## src/rtl/hash_pkg.sv

```systemverilog
// Shared constants for the cache-index hash pipeline: mode encodings and
// parameter legality limits checked at elaboration by hash_pipe.
package hash_pkg;

    localparam logic [1:0] HASH_MODE_FOLD   = 2'd0;
    localparam logic [1:0] HASH_MODE_SALT   = 2'd1;
    localparam logic [1:0] HASH_MODE_DIRECT = 2'd2;

    localparam int OUTPUT_BITS_MIN = 1;
    localparam int OUTPUT_BITS_MAX = 16;
    localparam int STAGES_MIN      = 1;
    localparam int STAGES_MAX      = 4;

    // Seed must split into two equal halves, each at least one index wide.
    function automatic bit in_bits_legal(input int in_bits, input int out_bits);
        return ((in_bits % 2) == 0) && (in_bits >= 2 * out_bits);
    endfunction

endpackage

```

## src/rtl/hash_pipe_if.sv

```systemverilog
// Request/config/result bundle between the cache controller and hash_pipe.
// master = requester/consumer side, slave = hash_pipe side.
interface hash_pipe_if #(
    parameter int IN_BITS     = 32,
    parameter int OUTPUT_BITS = 2,
    parameter int TAG_BITS    = 4
) ();

    logic                   in_valid;
    logic                   in_ready;
    logic [IN_BITS-1:0]     in_seed;
    logic [TAG_BITS-1:0]    in_tag;
    logic                   cfg_we;
    logic [IN_BITS-1:0]     cfg_salt;
    logic [1:0]             cfg_mode;
    logic                   out_valid;
    logic                   out_ready;
    logic [OUTPUT_BITS-1:0] out_hash;
    logic [TAG_BITS-1:0]    out_tag;

    modport master (
        output in_valid, in_seed, in_tag, cfg_we, cfg_salt, cfg_mode, out_ready,
        input  in_ready, out_valid, out_hash, out_tag
    );

    modport slave (
        input  in_valid, in_seed, in_tag, cfg_we, cfg_salt, cfg_mode, out_ready,
        output in_ready, out_valid, out_hash, out_tag
    );

endinterface

```

## src/rtl/hash_fold_comb.sv

```systemverilog
// Purpose: XOR of consecutive OUTPUT_BITS chunks of the folded half, LSB first.
// Latency: combinational.
// Backpressure: none; pure function of its input.
module hash_fold_comb #(
    parameter int HALF_BITS   = 16,
    parameter int OUTPUT_BITS = 2
) (
    input  logic [HALF_BITS-1:0]   half,
    output logic [OUTPUT_BITS-1:0] hash
);

    localparam int NCHUNK   = (HALF_BITS + OUTPUT_BITS - 1) / OUTPUT_BITS;
    localparam int PAD_BITS = NCHUNK * OUTPUT_BITS;

    logic [PAD_BITS-1:0] padded;

    always_comb begin
        // A partial top chunk contributes zeros above the half width.
        padded                 = '0;
        padded[HALF_BITS-1:0]  = half;
        hash                   = '0;
        for (int i = 0; i < NCHUNK; i++) begin
            hash = hash ^ padded[i*OUTPUT_BITS +: OUTPUT_BITS];
        end
    end

endmodule

```

## src/rtl/hash_pipe.sv

```systemverilog
// Purpose: pipelined salted XOR-fold cache set-index hash with tag pass-through.
// Latency: STAGES cycles from acceptance to out_valid, 1 result/cycle.
// Backpressure: per-stage ready, bubbles collapse; full pipe + !out_ready drops in_ready.
module hash_pipe
    import hash_pkg::*;
#(
    parameter int IN_BITS     = 32,
    parameter int OUTPUT_BITS = 2,
    parameter int STAGES      = 2,
    parameter int TAG_BITS    = 4
) (
    input  logic       clk,
    input  logic       rst,
    hash_pipe_if.slave bus,
    output logic       busy
);

    localparam int HALF_BITS = IN_BITS / 2;

    if (!in_bits_legal(IN_BITS, OUTPUT_BITS)) begin : g_chk_in_bits
        $error("hash_pipe: IN_BITS must be even and >= 2*OUTPUT_BITS");
    end
    if (OUTPUT_BITS < OUTPUT_BITS_MIN || OUTPUT_BITS > OUTPUT_BITS_MAX) begin : g_chk_out_bits
        $error("hash_pipe: OUTPUT_BITS out of range");
    end
    if (STAGES < STAGES_MIN || STAGES > STAGES_MAX) begin : g_chk_stages
        $error("hash_pipe: STAGES out of range");
    end

    typedef struct packed {
        logic                 dir;
        logic [HALF_BITS-1:0] val;
    } s1_t;

    logic [IN_BITS-1:0]     salt_q;
    logic [1:0]             mode_q;
    logic [IN_BITS-1:0]     salted;
    logic [IN_BITS-1:0]     mix;
    s1_t                    front;
    logic [STAGES-1:0]      vld;
    logic [STAGES-1:0]      ld;
    logic [STAGES-1:0]      up_vld;
    logic [TAG_BITS-1:0]    tag_q [STAGES];
    logic [OUTPUT_BITS-1:0] out_hash_w;

    // Config only affects requests accepted after the write edge.
    always_ff @(posedge clk) begin
        if (rst) begin
            salt_q <= '0;
            mode_q <= HASH_MODE_FOLD;
        end else if (bus.cfg_we) begin
            salt_q <= bus.cfg_salt;
            mode_q <= bus.cfg_mode;
        end
    end

    always_comb begin
        salted = bus.in_seed ^ salt_q;
        case (mode_q)
            HASH_MODE_SALT: mix = salted;
            HASH_MODE_FOLD: mix = bus.in_seed;
            default:        mix = bus.in_seed;
        endcase
        front.dir = (mode_q == HASH_MODE_DIRECT);
        front.val = mix[IN_BITS-1:HALF_BITS] ^ mix[HALF_BITS-1:0];
        if (front.dir) begin
            front.val                    = '0;
            front.val[OUTPUT_BITS-1:0]   = salted[OUTPUT_BITS-1:0];
        end
    end

    // Ready ripples back from the consumer; an empty stage always accepts.
    always_comb begin : p_ready
        logic nxt;
        nxt = bus.out_ready;
        for (int k = STAGES - 1; k >= 0; k--) begin
            nxt   = !vld[k] || nxt;
            ld[k] = nxt;
        end
    end

    always_comb begin
        up_vld[0] = bus.in_valid;
        for (int k = 1; k < STAGES; k++) begin
            up_vld[k] = vld[k-1];
        end
    end

    always_ff @(posedge clk) begin
        if (rst) begin
            vld <= '0;
        end else begin
            for (int k = 0; k < STAGES; k++) begin
                if (ld[k]) vld[k] <= up_vld[k];
            end
        end
    end

    always_ff @(posedge clk) begin
        if (rst) begin
            for (int k = 0; k < STAGES; k++) tag_q[k] <= '0;
        end else begin
            if (ld[0] && bus.in_valid) tag_q[0] <= bus.in_tag;
            for (int k = 1; k < STAGES; k++) begin
                if (ld[k] && vld[k-1]) tag_q[k] <= tag_q[k-1];
            end
        end
    end

    if (STAGES == 1) begin : g_one
        logic [OUTPUT_BITS-1:0] folded;
        logic [OUTPUT_BITS-1:0] hash_q;

        hash_fold_comb #(.HALF_BITS(HALF_BITS), .OUTPUT_BITS(OUTPUT_BITS)) u_fold (
            .half (front.val),
            .hash (folded)
        );

        always_ff @(posedge clk) begin
            if (rst) begin
                hash_q <= '0;
            end else if (ld[0] && bus.in_valid) begin
                hash_q <= front.dir ? front.val[OUTPUT_BITS-1:0] : folded;
            end
        end

        assign out_hash_w = hash_q;
    end else begin : g_multi
        s1_t                    s1_q;
        logic [OUTPUT_BITS-1:0] folded;
        logic [OUTPUT_BITS-1:0] hash_q [1:STAGES-1];

        always_ff @(posedge clk) begin
            if (rst) begin
                s1_q <= '0;
            end else if (ld[0] && bus.in_valid) begin
                s1_q <= front;
            end
        end

        hash_fold_comb #(.HALF_BITS(HALF_BITS), .OUTPUT_BITS(OUTPUT_BITS)) u_fold (
            .half (s1_q.val),
            .hash (folded)
        );

        // Stage 2 resolves the hash; later stages are plain delay.
        always_ff @(posedge clk) begin
            if (rst) begin
                for (int k = 1; k < STAGES; k++) hash_q[k] <= '0;
            end else begin
                if (ld[1] && vld[0]) hash_q[1] <= s1_q.dir ? s1_q.val[OUTPUT_BITS-1:0] : folded;
                for (int k = 2; k < STAGES; k++) begin
                    if (ld[k] && vld[k-1]) hash_q[k] <= hash_q[k-1];
                end
            end
        end

        assign out_hash_w = hash_q[STAGES-1];
    end

    assign bus.in_ready  = ld[0];
    assign bus.out_valid = vld[STAGES-1];
    assign bus.out_hash  = out_hash_w;
    assign bus.out_tag   = tag_q[STAGES-1];
    assign busy          = |vld;

endmodule

```

## src/flat_wrapper.sv

```systemverilog
// flat-port wrapper written by rule: the top's interface ports become plain ports
module hash_pipe_flat import hash_pkg::*;
#(
    parameter int IN_BITS     = 32,
    parameter int OUTPUT_BITS = 2,
    parameter int STAGES      = 2,
    parameter int TAG_BITS    = 4
)
  (clk, rst, busy, bus_in_valid, bus_in_seed, bus_in_tag, bus_cfg_we, bus_cfg_salt, bus_cfg_mode, bus_out_ready, bus_in_ready, bus_out_valid, bus_out_hash, bus_out_tag);
  hash_pipe_if #(.IN_BITS(IN_BITS), .OUTPUT_BITS(OUTPUT_BITS), .TAG_BITS(TAG_BITS)) bus_i ();
  input  logic clk;
  input  logic rst;
  output logic busy;
  input wire logic [$bits(bus_i.in_valid)-1:0] bus_in_valid;
  input wire logic [$bits(bus_i.in_seed)-1:0] bus_in_seed;
  input wire logic [$bits(bus_i.in_tag)-1:0] bus_in_tag;
  input wire logic [$bits(bus_i.cfg_we)-1:0] bus_cfg_we;
  input wire logic [$bits(bus_i.cfg_salt)-1:0] bus_cfg_salt;
  input wire logic [$bits(bus_i.cfg_mode)-1:0] bus_cfg_mode;
  input wire logic [$bits(bus_i.out_ready)-1:0] bus_out_ready;
  output wire logic [$bits(bus_i.in_ready)-1:0] bus_in_ready;
  output wire logic [$bits(bus_i.out_valid)-1:0] bus_out_valid;
  output wire logic [$bits(bus_i.out_hash)-1:0] bus_out_hash;
  output wire logic [$bits(bus_i.out_tag)-1:0] bus_out_tag;
  assign bus_i.in_valid = bus_in_valid;
  assign bus_i.in_seed = bus_in_seed;
  assign bus_i.in_tag = bus_in_tag;
  assign bus_i.cfg_we = bus_cfg_we;
  assign bus_i.cfg_salt = bus_cfg_salt;
  assign bus_i.cfg_mode = bus_cfg_mode;
  assign bus_i.out_ready = bus_out_ready;
  assign bus_in_ready = bus_i.in_ready;
  assign bus_out_valid = bus_i.out_valid;
  assign bus_out_hash = bus_i.out_hash;
  assign bus_out_tag = bus_i.out_tag;
  hash_pipe #(.IN_BITS(IN_BITS), .OUTPUT_BITS(OUTPUT_BITS), .STAGES(STAGES), .TAG_BITS(TAG_BITS)) u_core (.clk(clk), .rst(rst), .bus(bus_i), .busy(busy));
endmodule
```

## config.mk

```make
export PLATFORM = sky130hd
export DESIGN_NAME = hash_pipe_flat
export DESIGN_NICKNAME = d
export VERILOG_FILES = /design/src/rtl/hash_pkg.sv /design/src/rtl/hash_pipe_if.sv /design/src/rtl/hash_fold_comb.sv /design/src/rtl/hash_pipe.sv /design/src/flat_wrapper.sv
export SDC_FILE = /design/constraint.sdc
export NUM_CORES = 1
export LEC_CHECK = 0
export BUFFER_PORTS_ARGS = -buffer_cell sky130_fd_sc_hd__buf_2
export CORE_UTILIZATION = 52
export CTS_BUF_LIST = sky130_fd_sc_hd__clkbuf_8 sky130_fd_sc_hd__clkbuf_16
export DETAILED_ROUTE_END_ITERATION = 16
export PLACE_DENSITY_LB_ADDON = 0.3
export SYNTH_ARGS = -nofsm -noshare
export SYNTH_HDL_FRONTEND = slang
export SYNTH_SLANG_ARGS = --single-unit
```

## constraint.sdc

```tcl
create_clock -name clk -period 2.1 [get_ports clk]
set_input_delay 0.63 -clock clk [delete_from_list [all_inputs] [get_ports clk]]
set_output_delay 0.63 -clock clk [all_outputs]
set_load 0.1 [all_outputs]
```

==> results.ini <==
[run_status]
status=complete, no violations

[setup_path]
crit_slowest_cell=dfxtp_1
arrival_ns=1.33
critPathMaxStageDelay_ns=0.44
worstSetupStartpointType=flop
crit_path_cell_trace=or2_2 -> buf_2
worstPathRequired_ns=1.47
end_kind=output pin
cp_max_fo=6
path_class=reg -> out

[timing]
slew_viol_final=0
holdWs_ns=0.471
relSlewSlack_pct=62.2
min_period_ns=1.96
finClkSkew_ns=0.00569
finalCritPeriodShare_pct=93.2
rsz0062_at_grt=false
finalSetupTns_ns=0
setup_viol_count_final=0
tightest_slew_ns=0.567
hold_viol=0
fmax_mhz=511

[synth]
synth_edf_count=10
synth_nets=357
ys_ff_latch=63
yosysWarnings=0
syn_area_per_cell_sq_um=10.4
ys.flop_type=dfxtp_1
synth_simple_gate_area_share_pct=11.5
synthAdderAreaFrac_pct=0
synthTopCellsByArea=dfxtp_1 36%, mux2i_1 12%, edfxtp_1 10%
yosys-mux-area-fraction_pct=11.6
synth_cells=282
synth_xor_xnor_area_share_pct=18.6
synth.largest_area_cell=dfxtp_1
synth-compound-area-share_pct=8.12
synth_seq_area_share_pct=46.5
yosys.cell_count.top_type=nor2_1
synth_area_sq_mm=0.00293
ys_async_sr_fraction_pct=0
synth_cell_type_count=31
synth_top_family_by_area=XOR/XNOR gates
synth_top_area_share_pct=36.3
synth_common_cells=55 x nor2_1, 53 x dfxtp_1, 34 x mux2i_1, 34 x xnor2_1, 18 x xor2_1

[global_routing]
grt_pass1_wl_um=9040
grt_use_total_pct=19.9
grt_antenna_before_repair=0
grt_max_degree=25
gr-total-overflow=0
grt_pass1_vias=1988

[clock_tree]
insertion_delay_ns=0.33
cts_max_level=3
ctsResizeCount=0
ctsHoldBuffers=0
clock-root-buffer=clkbuf_8
cts.sinks=63
postCtsSetupBuffers=0
cts_tree=yes
numCtsBuffers=9
clkTransAtPathRegs_ns=0.06
cts_max_path_buffers=2

[finish]
n_antenna_cell=0
fill_cells=425
fin_util_pct=69.1
drive_gt1_share_pct=28.5
syn_to_final_growth_pct=24.5
final_nets=439

[floorplanning]
core_sq_mm=0.00527
die_h_um=77.0
row_count=26
initial_core_util_pct=55.5
die_width_um=77.0
dieArea_sq_mm=0.00593
ios=84

[placement]
io_buffers=83
post-dp-hpwl_um=4140
gp_congestion=0.722

[route]
drt_first_iter_violations=92
avgRoutedWirePerCell_um=12.9
routed.top_layer=met4
totalWireLength_um=5670
routed_via_density=4.95
met2_length_um=2600
vias=2171
wl_met1_um=2620
dr_wl_met3_um=338
antenna_left=0
drc=0
drt_pass1_iterations=4

[power_and_ir_drop]
p_per_area_mw_per_mm2=844
ir_drop_mv=0.706
p_leak_uw=0.00165

[flow_run]
drv_cap=0

[worst_hold_path]
hold_path_class=reg -> reg

-- sequential cells by signal (all words and copies together), names as in the netlist --
| name | count |
|---|---|
| u_core.salt_q | 32 |
| u_core.g_multi.s1_q | 17 |
| u_core.tag_q | 8 |
| u_core.g_multi.hash_q | 2 |
| u_core.mode_q | 2 |
| u_core.vld | 2 |
-- cells in the final DEF, fill, tap and decap left out, drive strengths merged --
cell type,n
a211oi,1
a21boi,3
a21oi,2
a22o,1
a311oi,1
a32o,1
and2,10
and2b,1
buf,88
bufinv,2
clkbuf,11
clkinv,1
dfxtp,53
edfxtp,10
inv,7
mux2i,34
nand2,1
nand2b,1
nand3b,1
nor2,55
nor3,3
o211ai,2
o21ai,5
o21bai,1
o2bb2ai,14
or2,1
or3,3
xnor2,34
xnor3,4
xor2,18
-- critical path, delay by kind of cell, from the launching register on --
kind	cells	cell delay, ns
flip-flops	1	0.44
AND/OR/NAND/NOR	1	0.15
buffers and inverters	1	0.41
-- through the flow --
step	instances	cell area [sq um]	total power (uW)	setup slack, ns
after CTS	439	3640	3100	0.131
after global routing	439	3640	3200	0.0586
after detailed placement	423	3420	1940	0.252
final	439	3640	3080	0.142
after global placement	423	3420	1930	0.324
after floorplan	282	2940	1790	0.138
-- worst paths after layout --
check        cells past startpoint  slack (ns)                                  from                                         to
min                              1        0.47   u_core.g_multi.s1_q[2]$_SDFFE_PP0P_        u_core.g_multi.s1_q[2]$_SDFFE_PP0P_
min reg2reg                      1        0.47   u_core.g_multi.s1_q[2]$_SDFFE_PP0P_        u_core.g_multi.s1_q[2]$_SDFFE_PP0P_
max                              2        0.14            u_core.vld[0]$_SDFFE_PP0N_                                       busy
max reg2reg                      4        0.49  u_core.g_multi.s1_q[15]$_SDFFE_PP0P_  u_core.g_multi.hash_q[1][1]$_SDFFCE_PN0P_
-- layer usage --
layer,global-route usage [%],up-vias
met4,10.8,0
met5,0,-
met2,30.6,78
met3,5.00,11
li1,-,1113
met1,25.6,969
-- cell type report --
cell class                      count  area, sq um  area share, %
Clock buffer                       11          151           4.16
Multi-Input combinational cell    197         1470           40.4
Timing Repair Buffer               88          480           13.2
Clock inverter                      5         72.6           1.99
Inverter                            5         18.8          0.515
Sequential cell                    63         1360           37.4
Tap cell                           70         87.6           2.40
-- kinds of logic after synthesis --
logic type,Yosys count
buffers and inverters,22
AOI/OAI and AO/OA,31
muxes,34
DFF,63
xor gates and xnor gates,56
and+or+nand+nor,76
-- where the power goes --
group / internal (uW) / total, uW / switching, uW
Combinational: 255 / 553 / 298
Sequential: 1310 / 1370 / 54.2
Clock: 723 / 1160 / 433
Note: power is estimated with default switching activity, not from simulation.
